`config.mk`:
```
export PLATFORM = sky130hd
export DESIGN_NAME = seq_detect_sched_flat
export DESIGN_NICKNAME = d
export VERILOG_FILES = /design/src/rtl/seq_detect_sched_if.sv /design/src/rtl/seq_detect_sched.sv /design/src/flat_wrapper.sv
export SDC_FILE = /design/constraint.sdc
export NUM_CORES = 1
export LEC_CHECK = 0
export ABC_AREA = 1
export CORE_MARGIN = 3
export CORE_UTILIZATION = 60
export DETAILED_ROUTE_END_ITERATION = 8
export MAX_ROUTING_LAYER = met4
export PLACE_DENSITY_LB_ADDON = 0.15
export SLEW_MARGIN = 10
export SYNTH_ARGS = -nofsm -noshare
export SYNTH_HDL_FRONTEND = slang
export SYNTH_SLANG_ARGS = --single-unit
```
`constraint.sdc`:
```
create_clock -name i_clk -period 8.19 [get_ports i_clk]
set_input_delay 1.638 -clock i_clk [delete_from_list [all_inputs] [get_ports i_clk]]
set_output_delay 1.638 -clock i_clk [all_outputs]
set_load 0.005 [all_outputs]
```
`src/rtl/seq_detect_sched_if.sv`:
```
// Bus between the serial channels / configuration master and the shared
// pattern-matching scheduler: handshake, config load and match reporting.
interface seq_detect_sched_if #(
    parameter int NCH = 4,
    parameter int PW  = 8,
    parameter int CW  = 8
);
    localparam int CHW = $clog2(NCH);

    logic            enable;
    logic            cfg_we;
    logic [PW-1:0]   cfg_pattern;
    logic [3:0]      cfg_len;
    logic            cfg_overlap;
    logic            cfg_busy;
    logic [NCH-1:0]  ch_valid;
    logic [NCH-1:0]  ch_bit;
    logic [NCH-1:0]  ch_ready;
    logic            match_valid;
    logic [CHW-1:0]  match_ch;
    logic [CW-1:0]   match_count;

    modport master (
        output enable, cfg_we, cfg_pattern, cfg_len, cfg_overlap, ch_valid, ch_bit,
        input  cfg_busy, ch_ready, match_valid, match_ch, match_count
    );

    modport slave (
        input  enable, cfg_we, cfg_pattern, cfg_len, cfg_overlap, ch_valid, ch_bit,
        output cfg_busy, ch_ready, match_valid, match_ch, match_count
    );
endinterface

```
`src/rtl/seq_detect_sched.sv`:
```
// Round-robin scheduler sharing one programmable serial pattern matcher among NCH channels.
// Optional feature macro: SEQ_DETECT_SCHED_COUNT_EN enables the saturating match counter.
module seq_detect_sched #(
    parameter int NCH = 4,
    parameter int PW  = 8,
    parameter int CW  = 8
) (
    input  logic              i_clk,
    input  logic              i_rst_n,
    seq_detect_sched_if.slave bus
);
    localparam int CHW = $clog2(NCH);
    localparam logic [1:0] S_IDLE  = 2'd0;
    localparam logic [1:0] S_CLEAR = 2'd1;
    localparam logic [1:0] S_RUN   = 2'd2;
    localparam logic [3:0] LEN_RST = (PW < 3) ? 4'(PW) : 4'd3;

    logic [1:0]     r_state;
    logic [CHW-1:0] r_ptr;
    logic [CHW-1:0] r_clr_idx;
    logic [PW-1:0]  r_pat;
    logic [3:0]     r_len;
    logic           r_ovl;
    logic [PW-1:0]  r_hist [NCH];
    logic [3:0]     r_fill [NCH];
    logic           r_match_valid;
    logic [CHW-1:0] r_match_ch;

    logic           w_run;
    logic           w_found;
    logic [CHW-1:0] w_gidx;
    logic [CHW:0]   w_sum;
    logic [NCH-1:0] w_ready;
    logic           w_xfer;
    logic           w_bit;
    logic [PW-1:0]  w_new_hist;
    logic [PW-1:0]  w_mask;
    logic [4:0]     w_fill_inc;
    logic           w_full;
    logic [3:0]     w_new_fill;
    logic           w_hit;

    function automatic logic [3:0] clamp_len(input logic [3:0] len);
        if (len == 4'd0)
            return 4'd1;
        else if (32'(len) > PW)
            return 4'(PW);
        else
            return len;
    endfunction

    function automatic logic [PW-1:0] len_mask(input logic [3:0] len);
        logic [PW-1:0] m;
        m = '0;
        for (int i = 0; i < PW; i++)
            m[i] = (i < 32'(len));
        return m;
    endfunction

    // Circular first-valid search starting at the round-robin pointer.
    always_comb begin
        w_found = 1'b0;
        w_gidx  = '0;
        w_sum   = '0;
        for (int k = 0; k < NCH; k++) begin
            w_sum = {1'b0, r_ptr} + (CHW+1)'(k);
            if (w_sum >= (CHW+1)'(NCH))
                w_sum = w_sum - (CHW+1)'(NCH);
            if (!w_found && bus.ch_valid[w_sum[CHW-1:0]]) begin
                w_found = 1'b1;
                w_gidx  = w_sum[CHW-1:0];
            end
        end
    end

    assign w_run      = (r_state == S_RUN);
    assign w_ready    = (w_found && w_run && !bus.cfg_we && bus.enable)
                        ? (NCH'(1) << w_gidx) : '0;
    assign w_xfer     = |(bus.ch_valid & w_ready);
    assign w_bit      = bus.ch_bit[w_gidx];
    assign w_new_hist = {r_hist[w_gidx][PW-2:0], w_bit};
    assign w_mask     = len_mask(r_len);
    assign w_fill_inc = {1'b0, r_fill[w_gidx]} + 5'd1;
    assign w_full     = (w_fill_inc >= {1'b0, r_len});
    assign w_new_fill = w_full ? r_len : w_fill_inc[3:0];
    assign w_hit      = w_xfer && w_full && ((w_new_hist & w_mask) == (r_pat & w_mask));

    always_ff @(posedge i_clk or negedge i_rst_n) begin
        if (!i_rst_n) begin
            r_state       <= S_IDLE;
            r_ptr         <= '0;
            r_clr_idx     <= '0;
            r_pat         <= '0;
            r_len         <= LEN_RST;
            r_ovl         <= 1'b0;
            r_match_valid <= 1'b0;
            r_match_ch    <= '0;
        end else begin
            if (bus.cfg_we) begin
                r_pat <= bus.cfg_pattern;
                r_len <= clamp_len(bus.cfg_len);
                r_ovl <= bus.cfg_overlap;
            end
            case (r_state)
                S_IDLE: begin
                    if (bus.enable) begin
                        r_state   <= S_CLEAR;
                        r_clr_idx <= '0;
                    end
                end
                S_CLEAR: begin
                    if (!bus.enable)
                        r_state <= S_IDLE;
                    else if (bus.cfg_we)
                        r_clr_idx <= '0;
                    else if (r_clr_idx == CHW'(NCH-1))
                        r_state <= S_RUN;
                    else
                        r_clr_idx <= r_clr_idx + CHW'(1);
                end
                S_RUN: begin
                    if (!bus.enable)
                        r_state <= S_IDLE;
                    else if (bus.cfg_we) begin
                        r_state   <= S_CLEAR;
                        r_clr_idx <= '0;
                    end
                end
                default: r_state <= S_IDLE;
            endcase
            if (w_xfer)
                r_ptr <= (w_gidx == CHW'(NCH-1)) ? '0 : w_gidx + CHW'(1);
            r_match_valid <= w_hit;
            if (w_hit)
                r_match_ch <= w_gidx;
        end
    end

    // Per-channel history: CLEAR wipes one channel per cycle, RUN shifts in granted bits.
    always_ff @(posedge i_clk or negedge i_rst_n) begin
        if (!i_rst_n) begin
            for (int i = 0; i < NCH; i++) begin
                r_hist[i] <= '0;
                r_fill[i] <= '0;
            end
        end else begin
            for (int i = 0; i < NCH; i++) begin
                if (r_state == S_CLEAR && r_clr_idx == CHW'(i)) begin
                    r_hist[i] <= '0;
                    r_fill[i] <= '0;
                end else if (w_xfer && w_gidx == CHW'(i)) begin
                    r_hist[i] <= w_new_hist;
                    r_fill[i] <= (w_hit && !r_ovl) ? 4'd0 : w_new_fill;
                end
            end
        end
    end

`ifdef SEQ_DETECT_SCHED_COUNT_EN
    logic [CW-1:0] r_count;

    always_ff @(posedge i_clk or negedge i_rst_n) begin
        if (!i_rst_n)
            r_count <= '0;
        else if (w_hit && (r_count != {CW{1'b1}}))
            r_count <= r_count + CW'(1);
    end

    assign bus.match_count = r_count;
`else
    assign bus.match_count = '0;
`endif

    assign bus.cfg_busy    = (r_state == S_CLEAR);
    assign bus.ch_ready    = w_ready;
    assign bus.match_valid = r_match_valid;
    assign bus.match_ch    = r_match_ch;
endmodule

```
`src/flat_wrapper.sv`:
```
// flat-port wrapper written by rule: the top's interface ports become plain ports
module seq_detect_sched_flat 
#(
    parameter int NCH = 4,
    parameter int PW  = 8,
    parameter int CW  = 8
)
  (i_clk, i_rst_n, bus_enable, bus_cfg_we, bus_cfg_pattern, bus_cfg_len, bus_cfg_overlap, bus_ch_valid, bus_ch_bit, bus_cfg_busy, bus_ch_ready, bus_match_valid, bus_match_ch, bus_match_count);
  seq_detect_sched_if #(.NCH(NCH), .PW(PW), .CW(CW)) bus_i ();
  input  logic i_clk;
  input  logic i_rst_n;
  input wire logic [$bits(bus_i.enable)-1:0] bus_enable;
  input wire logic [$bits(bus_i.cfg_we)-1:0] bus_cfg_we;
  input wire logic [$bits(bus_i.cfg_pattern)-1:0] bus_cfg_pattern;
  input wire logic [$bits(bus_i.cfg_len)-1:0] bus_cfg_len;
  input wire logic [$bits(bus_i.cfg_overlap)-1:0] bus_cfg_overlap;
  input wire logic [$bits(bus_i.ch_valid)-1:0] bus_ch_valid;
  input wire logic [$bits(bus_i.ch_bit)-1:0] bus_ch_bit;
  output wire logic [$bits(bus_i.cfg_busy)-1:0] bus_cfg_busy;
  output wire logic [$bits(bus_i.ch_ready)-1:0] bus_ch_ready;
  output wire logic [$bits(bus_i.match_valid)-1:0] bus_match_valid;
  output wire logic [$bits(bus_i.match_ch)-1:0] bus_match_ch;
  output wire logic [$bits(bus_i.match_count)-1:0] bus_match_count;
  assign bus_i.enable = bus_enable;
  assign bus_i.cfg_we = bus_cfg_we;
  assign bus_i.cfg_pattern = bus_cfg_pattern;
  assign bus_i.cfg_len = bus_cfg_len;
  assign bus_i.cfg_overlap = bus_cfg_overlap;
  assign bus_i.ch_valid = bus_ch_valid;
  assign bus_i.ch_bit = bus_ch_bit;
  assign bus_cfg_busy = bus_i.cfg_busy;
  assign bus_ch_ready = bus_i.ch_ready;
  assign bus_match_valid = bus_i.match_valid;
  assign bus_match_ch = bus_i.match_ch;
  assign bus_match_count = bus_i.match_count;
  seq_detect_sched #(.NCH(NCH), .PW(PW), .CW(CW)) u_core (.i_clk(i_clk), .i_rst_n(i_rst_n), .bus(bus_i));
endmodule
```
==> metrics.yaml, run 1 <==
synthesis:
  avgSynthCellArea_um2: 7.182
  synth_cell_types: 34
  synth_cells: 569
  syn_area_um2: 4086
  ys_warn_count: 0
  synthFlopType: "dfrtp_1"
  synth-seq-cells: 66
  synth_top_cell_by_area: "dfrtp_1"
  synth.area.top_cells: "dfrtp_1, nand2_1, nand3_1, o21ai_0, inv_1"
  yosysMostFrequentCell: "nand2_1"
  synth_top_area_share: 0.3919
  synth-async-reset-ratio: 1.000
  ys_seq_area_frac: 0.4048
  synth-edff-count: 0
  synth_commonest_cells: "nand2_1, dfrtp_1, nand3_1"
cts:
  cts_setup_buffers: 0
  cts_tree: "yes"
  ctsLongestPathBuffers: 2
  path_clk_slew_ns: 0.07
  cts_buffers: 9
  worst_skew_pair.late_latency_ns: 0.35
  hold_buffers: 0
  cts_root_buf: "clkbuf_8"
  h-tree-depth: 3
  cts_resized: 0
  cts.sinks: 66
floorplanning:
  die-area_um2: 7837
  rows: 29
  die_h_um: 88.53
  core_um2: 6459
  start_util: 0.6327
  die_x_um: 88.53
  io-pin-count: 41
route:
  drc: 0
  wire_per_inst_um: 14.90
  drt_first_pass_iters: 5
  vias_per_cell: 5.658
  drt_iter0_drc: 333
  ant_nets: 0
  wl_um: 10100
  vias: 3836
hold_path:
  hold_path.class: "flop to flop"
global_route:
  grt_max_degree: 67
  grt_util_all_layers: 0.2906
  grt_pass1_vias: 3547
  gr-total-overflow: 0
  antenna_found_initial: 0
  grt_pass1_wl_um: 16820
timing:
  clock_skew_ns: 0.01241
  tightest_slew_ns: 1.161
  setup_ws_ns: 1.759
  finalSetupViolCount: 0
  fmax_mhz: 155.5
  report.final.slew_viol_count: 0
  period_share: 0.7852
  final.setup.tns_ns: 0
  worst_hold_slack_ns: 0.4840
  period_minus_slack_ns: 6.431
  hold_viol: 0
  rsz0062_at_grt: "no"
  slew_headroom: 0.2262
final_layout:
  final_nets: 634
  n_antenna_cell: 0
  finalNonFillerCells: 678
  post-route-cell-area_um2: 4566
  area_growth_pct: 11.73
  drive_above_1_share: 0.07654
power_and_ir_drop:
  power_density_nw_per_um2: 383.4
  vdd_drop_max_mv: 0.2287
  p_leak_nw: 2.326
worst_setup_path:
  arrival_ns: 4.79
  reg2reg_depth: 28
  crit_path_end: "bus_ch_ready[1]"
  cp.required_ns: 6.55
  cp_cell_sequence: "clkdlybuf4s50_1, inv_1, nand2_1, nand2_1, nand2_1, nand2_1, nand2_1, nand2_1, nand2_2, nand3_2, inv_2, ha_1, inv_1, nor2_1, clkdlybuf4s50_1"
  r2r_slack_ns: 3.30
  crit_path_end_kind: "output pin"
  cp_num_buf_inv: 5
  cp_top_family: "buffers and inverters"
  cpMaxStageDelayCell: "nand3_2"
  start_kind: "input port"
  cpMostUsedCell: "nand2_1"
  r2r_end: "u_core.r_fill[0]$_DFFE_PN0P_"
  critPathLaunch: "bus_ch_valid[3]"
  worst-path-stages: 15
  cpPeakStageDelay_ns: 0.64
  r2r-start: "u_core.r_ptr[0]$_DFFE_PN0N_"
  critPathMaxFanout: 39
  crit_type: "input port to output pin"
job:
  max-cap-violations: 0
run_status:
  outcome: "finished, final reports clean"
placed_design:
  io_buffers: 32
  gp_congestion: 1.002
  post-place-ws_ns: 1.818
  dp_cells: 662
  hpwl_um: 7328
  place_area_um2: 4358
-- layer usage --
layer	vias to the layer above	wire, um	track usage
li1	1868	-	-
met1	1766	4404	0.3819
met2	172	4632	0.4392
met3	30	777	0.05866
met4	0	284	0.1209
met5	-	0	-
-- worst min-delay path: cells and delay by family, from the launching register on --
family | cells | cell delay, ns
DFF | 1 | 0.35
and+or+nand+nor | 2 | 0.10
-- worst min path at each step --
stage / slack [ns] / from / cells after the start / end
6_report: 0.48 / u_core.r_fill[1]$_DFFE_PN0P_ / 2 / u_core.r_fill[1]$_DFFE_PN0P_
3_3_place_gp: 0.46 / u_core.r_fill[4]$_DFFE_PN0P_ / 2 / u_core.r_fill[4]$_DFFE_PN0P_
2_1_floorplan: 0.44 / u_core.r_fill[4]$_DFFE_PN0P_ / 2 / u_core.r_fill[4]$_DFFE_PN0P_
5_1_grt: 0.51 / u_core.r_hist[12]$_DFFE_PN0P_ / 2 / u_core.r_hist[12]$_DFFE_PN0P_
4_1_cts: 0.49 / u_core.r_fill[4]$_DFFE_PN0P_ / 2 / u_core.r_fill[4]$_DFFE_PN0P_
3_5_place_dp: 0.47 / u_core.r_fill[4]$_DFFE_PN0P_ / 2 / u_core.r_fill[4]$_DFFE_PN0P_
-- area by class of cell --
cell class                      instances  area [um2]
Tap cell                               77       96.34
Multi-Input combinational cell        419        2028
Sequential cell                        66        1654
Clock inverter                          2       35.03
Inverter                               67       256.5
Timing Repair Buffer                   33       322.8
Clock buffer                           14       172.7
Fill cell                             546        1893
-- cell usage in the layout, fill, tap and decap left out, types with 2 or more instances in the layout --
| cell | n |
|---|---|
| and2_1 | 2 |
| inv_1 | 58 |
| nand4_1 | 16 |
| clkdlybuf4s50_1 | 31 |
| conb_1 | 8 |
| nor2_2 | 4 |
| nand2_1 | 205 |
| dfstp_2 | 2 |
| o211ai_1 | 2 |
| inv_2 | 8 |
| o22ai_1 | 4 |
| dfrtp_1 | 64 |
| nor2_1 | 23 |
| clkbuf_1 | 2 |
| o21ai_1 | 14 |
| o21ai_0 | 44 |
| clkbuf_8 | 12 |
| nand3_1 | 61 |
| nand3_2 | 3 |
| nand2_2 | 5 |
| a21oi_1 | 4 |
| nor2_4 | 2 |
| ha_1 | 13 |
-- cells by family (layout without fill, tap and decap cells) --
group / count (synthesis) / in the layout / share of synthesized area
other cells: 1 / 8 / 0.0009177
buf+inv: 91 / 116 / 0.1053
xor+xnor: 1 / 1 / 0.002144
simple gates: 325 / 325 / 0.3527
fa+ha+maj: 13 / 13 / 0.03981
compound gates: 72 / 72 / 0.09431
flops: 66 / 66 / 0.4048
-- registers in the layout (all words and copies together), names as in the netlist --
register,count
u_core.r_fill,16
u_core.r_ptr,2
u_core.bus.match_valid,1
u_core.r_ovl,1
u_core.r_state,2
u_core.r_clr_idx,2
u_core.bus.match_ch,2
u_core.r_hist,28
u_core.r_len,4
u_core.r_pat,8
-- metrics by stage --
| stage | utilization | total power, mW |
|---|---|---|
| floorplan | - | 1.275 |
| global placement | 0.6747 | 1.425 |
| detailed placement | 0.6747 | 1.443 |
| CTS | 0.7069 | 1.733 |
| global route | 0.7069 | 1.900 |
| finish | 0.7069 | 1.750 |
-- where the power goes --
group / switching, mW / internal [mW] / total (mW)
Clock: 0.124 / 0.166 / 0.290
Sequential: 0.0432 / 0.379 / 0.422
Combinational: 0.735 / 0.303 / 1.04
Total: 0.902 / 0.848 / 1.75
(Power assumes the default switching activity.)
==> run 2: changes to the inputs <==
--- a/config.mk
+++ b/config.mk
@@ -7,7 +7,7 @@
 export LEC_CHECK = 0
 export ABC_AREA = 1
 export CORE_MARGIN = 3
-export CORE_UTILIZATION = 60
+export CORE_UTILIZATION = 52
 export DETAILED_ROUTE_END_ITERATION = 8
 export MAX_ROUTING_LAYER = met4
 export PLACE_DENSITY_LB_ADDON = 0.15
==> constraint.sdc (replaced) <==
create_clock -name i_clk -period 5.4 [get_ports i_clk]
set_input_delay 1.08 -clock i_clk [delete_from_list [all_inputs] [get_ports i_clk]]
set_output_delay 1.08 -clock i_clk [all_outputs]
set_load 0.005 [all_outputs]
==> run 2 against run 1 <==
Non-clock buffer count grew 16. Critical path depth shrank 1. Final cell count grew 5.6%. First-iteration DRC count shrank 27%.
==> metrics.yaml, run 2 (synthesis gave the netlist of run 1 again) <==
power_and_ir_drop:
  power_density_nw_per_um2: 594.9
  internal-power_mw: 1.371
  p_switching_mw: 1.425
  p_leak_nw: 2.400
  power_frac_comb: 0.622
  switching_share: 0.5096
  vdd_drop_max_mv: 0.2505
  pwr-share-clk: 0.150
  seq_power_share: 0.228
job:
  max-cap-violations: 0
global_route:
  grt_max_degree: 67
  grt_util_all_layers: 0.2689
  antenna_found_initial: 0
  grt_pass1_wl_um: 18070
  grt_pass1_vias: 3832
  gr-total-overflow: 0
cts:
  cts_resized: 0
  cts.sinks: 66
  ctsLongestPathBuffers: 2
  cts_tree: "yes"
  h-tree-depth: 3
  cts_setup_buffers: 0
  worst_skew_pair.late_latency_ns: 0.35
  hold_buffers: 0
  cts_root_buf: "clkbuf_8"
  cts_buffers: 9
  path_clk_slew_ns: 0.07
route:
  drc: 0
  wire_per_inst_um: 14.94
  wl_um: 10700
  vias: 3859
  ant_nets: 0
  drt_iter0_drc: 242
  drt_first_pass_iters: 5
  vias_per_cell: 5.390
timing:
  fmax_mhz: 206.0
  slew_headroom: 0.4278
  worst_hold_slack_ns: 0.4870
  clock_skew_ns: 0.006035
  tightest_slew_ns: 0.8583
  report.final.slew_viol_count: 0
  hold_viol: 0
  period_minus_slack_ns: 4.854
  finalSetupViolCount: 0
  final.setup.tns_ns: 0
  rsz0062_at_grt: "no"
  period_share: 0.8989
hold_path:
  whs_path_depth: 2
  hp-start: "u_core.r_hist[3]$_DFFE_PN0P_"
  hold_end: "u_core.r_hist[3]$_DFFE_PN0P_"
  hold_path.class: "flop to flop"
worst_setup_path:
  critPathMaxFanout: 17
  crit_path_end_kind: "output pin"
  cp.required_ns: 4.32
  r2r_slack_ns: 1.31
  r2r-start: "u_core.r_ptr[0]$_DFFE_PN0N_"
  arrival_ns: 3.77
  r2r_end: "u_core.r_fill[0]$_DFFE_PN0P_"
  reg2reg_depth: 28
  start_kind: "input port"
  crit_type: "input port to output pin"
floorplanning:
  core_um2: 7447
  start_util: 0.5487
  rows: 31
  die_x_um: 94.65
  die-area_um2: 8959
  die_h_um: 94.65
  io-pin-count: 41
final_layout:
  final_common_cell: "nand2_1"
  n_antenna_cell: 0
  drive_above_1_share: 0.1021
  final_cell_mix: "nand2_1, dfrtp_1, nand3_1"
  largest-register: "u_core.r_hist"
  post-route-cell-area_um2: 4701
  area_growth_pct: 15.03
  top_regs: "u_core.r_hist (28), u_core.r_fill (16), u_core.r_pat (8)"
  final_nets: 650
  largest_reg_flops: 28
run_status:
  outcome: "finished, final reports clean"
placed_design:
  gp_congestion: 0.8849
  hpwl_um: 7855
  io_buffers: 32
  place_area_um2: 4506
[run 2: cell count changes in the layout (fill, tap and decap cells not counted)]
cell / change
buf_4: +16
clkbuf_8: -2
clkinv_4: +1
clkbuf_1: -1
clkinv_2: +2
[run 2: layout make-up]
type | instances | area [um2]
clock inverter | 5 | 53.80
clock buffer | 11 | 141.4
sequential | 66 | 1654
multi-input combinational | 419 | 2028
fill | 682 | 2746
timing repair buffer | 49 | 442.9
tap | 99 | 123.9
inverter | 67 | 256.5
[run 2: worst max-delay path by stage]
stage | slack (ns) | to | startpoint | cells past startpoint
finish | 0.55 | bus_ch_ready[1] | bus_ch_valid[3] | 14
global placement | 0.53 | u_core.bus.match_ch[0]$_DFFE_PN0P_ | bus_ch_valid[3] | 28
floorplan | 1.29 | u_core.r_fill[0]$_DFFE_PN0P_ | bus_ch_valid[3] | 28
detailed placement | 0.40 | u_core.r_fill[0]$_DFFE_PN0P_ | bus_ch_valid[3] | 26
global route | 0.27 | u_core.r_fill[0]$_DFFE_PN0P_ | bus_ch_valid[3] | 28
CTS | 0.58 | bus_ch_ready[1] | bus_ch_valid[3] | 14
[run 2: metal layers]
metal / routed length [um] / share of wire / global-route usage
met1: 4645 / 0.43 / 0.3315
met5: 0 / 0 / -
met3: 714 / 0.067 / 0.05498
met4: 308 / 0.029 / 0.1226
met2: 5031 / 0.47 / 0.4257
[run 2: through the flow]
stage               setup slack, ns  power, mW  cells  utilization
floorplan                     1.291      1.934    576            -
global route                 0.2686      3.065    716       0.6312
finish                       0.5459      2.796    716       0.6312
detailed placement           0.4038      2.372    700       0.6050
CTS                          0.5829      2.796    716       0.6312
global placement             0.5261      2.323    700       0.6050
[run 2: power groups by stage]
| stage | logic (mW) | registers [mW] | clock network (mW) |
|---|---|---|---|
| finish | 1.74 | 0.638 | 0.418 |
| global route | 1.97 | 0.648 | 0.451 |
| detailed placement | 1.73 | 0.644 | 0 |
| floorplan | 1.31 | 0.620 | 0 |
| global placement | 1.68 | 0.644 | 0 |
| CTS | 1.73 | 0.636 | 0.426 |
[run 2: worst max-delay path, stage by stage]
cell             delay (ns)
clkdlybuf4s50_1        0.50
inv_1                  0.06
nand2_1                0.08
nand3_1                0.13
nand2_1                0.10
inv_1                  0.09
nand3_4                0.19
nand3_2                0.34
inv_2                  0.13
buf_4                  0.17
ha_1                   0.15
inv_1                  0.05
nor2_1                 0.17
clkdlybuf4s50_1        0.53
